==> config.mk <==
export PLATFORM = sky130hd
export DESIGN_NAME = hal_op_sequencer
export DESIGN_NICKNAME = d
export VERILOG_FILES = /design/src/rtl/hal_op_sequencer.sv
export SDC_FILE = /design/constraint.sdc
export NUM_CORES = 1
export LEC_CHECK = 0
export ABC_AREA = 0
export CORE_MARGIN = 8
export CORE_UTILIZATION = 40
export CTS_CLUSTER_SIZE = 28
export DETAILED_ROUTE_END_ITERATION = 7
export HOLD_SLACK_MARGIN = 0.12
export PLACE_DENSITY = 0.79
export SYNTH_ARGS = -nofsm -noshare
export SYNTH_HDL_FRONTEND = slang
export SYNTH_SLANG_ARGS = --single-unit
==> constraint.sdc <==
create_clock -name clk -period 2.8 [get_ports clk]
set_clock_uncertainty 0.05 [all_clocks]
set_input_delay 0.56 -clock clk [delete_from_list [all_inputs] [get_ports clk]]
set_output_delay 0.56 -clock clk [all_outputs]
set_load 0.05 [all_outputs]
==> src/rtl/hal_op_sequencer.sv <==
// Key-driven operation sequencer: turns debounced key levels into single-cycle
// register-bank/ALU strobes in the clk domain and latches the switch operands.
module hal_op_sequencer #(
   parameter int OP_W   = 4,
   parameter int ADDR_W = 4,
   parameter int CNT_W  = 8
) (
   input  logic              clk,
   input  logic              rst_n,
   input  logic              key0_db,
   input  logic              key3_db,
   input  logic [OP_W-1:0]   codop,
   input  logic [ADDR_W-1:0] sw_s2,
   input  logic [ADDR_W-1:0] sw_s3,
   input  logic [ADDR_W-1:0] sw_s4,
   output logic [ADDR_W-1:0] rf_addr_a,
   output logic [ADDR_W-1:0] rf_addr_b,
   output logic [ADDR_W-1:0] rf_waddr,
   output logic              rf_we,
   output logic [OP_W-1:0]   alu_codop,
   output logic              alu_en,
   output logic              sel_imm,
   output logic [ADDR_W-1:0] imm,
   output logic              busy,
   output logic              done,
   output logic [CNT_W-1:0]  op_count
);

   typedef enum logic [2:0] {
      IDLE = 3'd0,
      SHOW = 3'd1,
      READ = 3'd2,
      EXEC = 3'd3,
      WB   = 3'd4
   } state_t;

   state_t            state_r;
   logic              k0_r;
   logic              k3_r;
   logic [ADDR_W-1:0] op_s4_r;
   logic              rise0_s;
   logic              rise3_s;

   // Opcodes whose second ALU operand is the immediate field rather than register B.
   function automatic logic imm_select(input logic [OP_W-1:0] op);
      return op[3] | (op[1] & (~op[0] | op[2]));
   endfunction

   assign rise0_s = key0_db & ~k0_r;
   assign rise3_s = key3_db & ~k3_r;

   // Sequencer FSM; every output is a register set on the edge entering its state.
   always_ff @(posedge clk or negedge rst_n) begin
      if (!rst_n) begin
         state_r   <= IDLE;
         k0_r      <= 1'b0;
         k3_r      <= 1'b0;
         op_s4_r   <= {ADDR_W{1'b0}};
         rf_addr_a <= {ADDR_W{1'b0}};
         rf_addr_b <= {ADDR_W{1'b0}};
         rf_waddr  <= {ADDR_W{1'b0}};
         rf_we     <= 1'b0;
         alu_codop <= {OP_W{1'b0}};
         alu_en    <= 1'b0;
         sel_imm   <= 1'b0;
         imm       <= {ADDR_W{1'b0}};
         busy      <= 1'b0;
         done      <= 1'b0;
         op_count  <= {CNT_W{1'b0}};
      end else begin
         // Edge detectors keep tracking while busy, so a held key never retriggers.
         k0_r   <= key0_db;
         k3_r   <= key3_db;
         rf_we  <= 1'b0;
         alu_en <= 1'b0;
         done   <= 1'b0;
         case (state_r)
            IDLE, SHOW: begin
               if (rise3_s) begin
                  state_r   <= READ;
                  alu_codop <= codop;
                  imm       <= sw_s3;
                  sel_imm   <= imm_select(codop);
                  op_s4_r   <= sw_s4;
                  rf_addr_a <= sw_s2;
                  rf_addr_b <= sw_s3;
                  busy      <= 1'b1;
               end else if (rise0_s) begin
                  state_r   <= SHOW;
                  rf_addr_a <= sw_s4;
                  rf_addr_b <= sw_s3;
               end else begin
                  state_r <= state_r;
               end
            end
            READ: begin
               state_r <= EXEC;
               alu_en  <= 1'b1;
            end
            EXEC: begin
               state_r  <= WB;
               rf_we    <= 1'b1;
               rf_waddr <= op_s4_r;
            end
            WB: begin
               state_r  <= IDLE;
               busy     <= 1'b0;
               done     <= 1'b1;
               op_count <= op_count + CNT_W'(1);
            end
            default: begin
               state_r <= IDLE;
               busy    <= 1'b0;
            end
         endcase
      end
   end

endmodule
==> results.toml <==
[timing]
setup_violations = 0
fin_tns_setup_ns = 0
whs_ns = 0.347
max_slew_margin_pct = 39.1
worst_pin_slew_ns = 0.914
finalWorstSetupSlack_ns = 0.646
finalHoldViolCount = 0
max_freq_mhz = 464
rsz0062_at_grt = "no"
period_share_pct = 76.9
maxSlewViolCount = 0
period_needed_ns = 2.15

[setup_path]
path_buf_inv = 1
crit_chain = "clkdlybuf4s50_1"
cp_slowest_stage_delay_ns = 0.83
rrSetupSlack_ns = 1.12
slowest_stage = "clkdlybuf4s50_1"
worstSetupEndpointType = "output pin"
startpoint_type = "flop"
worst-endpoint-arrival_ns = 1.54
cp.required_ns = 2.19
path_max_fanout = 5
critPathTopFamily = "buffers and inverters"
worst-setup-path-type = "reg2out"

[synthesis]
yosysTopAreaCell = "dfrtp_1"
ys_warn_count = 0
synth_top_cell_area_share_pct = 60.6
synth_area_per_cell_um2 = 15.8
syn_nets = 131
synth_cell_types = 24
yosys-top-cells-area = "dfrtp_1 61%, mux2_4 12%, mux2_2 9.7%, xnor2_1 3.0%, buf_6 1.9%"
synth_area_um2 = 1730
synth_seq_area_share_pct = 60.6
syn_inst = 110
synth.ff_latch_count = 42

[detailed_routing]
wirelength_mm = 3.68
via_per_inst = 4.76
num_vias = 1053
firstDrtPassIters = 2
initialDrtViolationCount = 59
drc_errors = 0
ant_nets = 0
wl_per_cell_um = 16.6

[cells_and_area]
fin_nets = 189
postLayoutCellArea_um2 = 2390
n_antenna_cell = 0
multi_input_area_um2 = 633
syn2layout_area_growth_pct = 37.9
drive_above_1_share_pct = 26.6
seqCellArea_um2 = 1050
nFillCells = 351

[clock_network]
clk_pin_slew_ns = 0.08
cts-htree-levels = 2
clk_latency_ns = 0.29
cts_tree = "done"
cts-resized-gates = 0
clock-root-buffer = "clkbuf_8"
postCtsSetupRepairBufs = 0
cts_max_path_buffers = 2
cts-hold-fix-buffers = 0
clkSinkCount = 42
cts_buffers = 5

[global_routing]
grt_antenna_before_repair = 0
first_global_vias = 1193
grtUsageTotal_pct = 11.7
grt_pass1_wl_mm = 5.87
grt_max_degree = 43
grt-ovfl-total = 0

[die]
core_area_um2 = 4260
fp.dieArea_um2 = 6690
die_h_um = 81.8
ios = 53
rows = 24
die_w_um = 81.8
initial_core_util_pct = 40.6

[worst_hold_path]
holdCritPathClass = "in2async"

[pwr]
ir_worst_vdd_mv = 0.810
pwr-share-comb_pct = 53.4
power_frac_seq_pct = 33.6
leakagePower_nw = 1.07
pwr-share-clk_pct = 13.0
intPower_mw = 1.71
swShare_pct = 44.0
p_per_area_nw_per_um2 = 1280
switchingPower_mw = 1.34

[job]
maxCapViolations = 0

[placed_design]
placed_area_um2 = 2290
pre_cts_ws_ns = 0.431
portBuffers = 52
dp_hpwl_mm = 2.84
gp_congestion = 0.732

[status]
status = "finished clean"
-- per-layer routing --
layer	track usage [%]	wire length (um)	up-vias	share of wire [%]
li1	-	-	494	-
met2	18.8	1870	26	51
met4	5.79	57	0	1.5
met5	0	0	-	0
met3	4.92	276	4	7.5
met1	13.2	1480	529	40
-- cells in the mapped netlist --
master,instances
inv_1,4
buf_6,3
nor2_1,1
ha_1,1
nand3_1,1
xor2_1,1
nand4_1,4
nor4b_4,1
or2_2,1
a21o_1,1
mux2_4,14
nand2b_4,1
nand2b_1,1
or2b_4,1
xnor2_1,6
dfrtp_1,42
o21a_1,1
nor3b_2,1
a211o_1,1
a21boi_0,1
mux2_2,15
a21oi_1,3
nand2_1,2
and3_1,3
-- final timing paths --
path                                              start  cells past startpoint                        to
min in group clk                op_count[7]$_DFFE_PN0P_                      1   op_count[7]$_DFFE_PN0P_
max in group asynchronous                         rst_n                      1          busy$_DFFE_PN0P_
worst min-delay path                              rst_n                      1  rf_addr_b[2]$_DFFE_PN0P_
worst max-delay path            op_count[2]$_DFFE_PN0P_                      1               op_count[2]
worst min register to register  op_count[7]$_DFFE_PN0P_                      1   op_count[7]$_DFFE_PN0P_
worst max register to register           k3_r$_DFF_PN0_                      3  rf_addr_a[3]$_DFFE_PN0P_
-- flip-flops by register name (all words and copies together), names as in the netlist --
name and count:
k0_r 1, rf_addr_b 4, busy 1, imm 4, alu_codop 4, op_s4_r 4
rf_we 1, k3_r 1, alu_en 1, state_r 3, op_count 8, done 1
rf_addr_a 4, rf_waddr 4, sel_imm 1
-- metrics by stage --
| step | std cells | utilization, % | total power, mW |
|---|---|---|---|
| global route | 221 | 56.0 | 3.21 |
| global placement | 213 | 53.8 | 2.65 |
| finish | 221 | 56.0 | 3.05 |
| detailed placement | 213 | 53.8 | 2.69 |
| floorplan | 110 | - | 2.15 |
| CTS | 221 | 56.0 | 3.10 |
-- final cells by class --
type                    instances  share of cell area [%]
flip-flops and latches         42                    44.0
repair buffers                 54                    22.2
clock inverters                 2                   0.524
clock buffers                   6                    3.46
multi-input cells              61                    26.5
well taps                      52                    2.72
inverters                       4                   0.628
-- placed cells by master, fill, tap and decap left out, types with 2 or more instances in the layout --
cell	count
and3_1	3
mux2_4	14
xnor2_1	6
dfrtp_1	42
clkbuf_8	6
nand4_1	4
buf_4	2
nand2_1	2
a21oi_1	3
mux2_2	15
clkdlybuf4s50_1	51
inv_1	4
-- power groups by stage --
stage / clock network (mW) / logic [mW] / registers [mW]
floorplan: 0 / 0.442 / 1.71
global placement: 0 / 1.63 / 1.02
detailed placement: 0 / 1.65 / 1.04
CTS: 0.413 / 1.65 / 1.03
global route: 0.443 / 1.70 / 1.07
finish: 0.396 / 1.63 / 1.03
-- kinds of logic (layout without fill, tap and decap cells) --
family	Yosys count	count (layout)	synth area share (%)
DFF	42	42	60.6
muxes	29	29	21.9
and+or+nand+nor	17	17	7.73
AOI/OAI and AO/OA	7	7	2.67
xor gates and xnor gates	7	7	3.54
buffers and inverters	7	66	2.82
adders and majority gates	1	1	0.722
(Power assumes the default switching activity.)
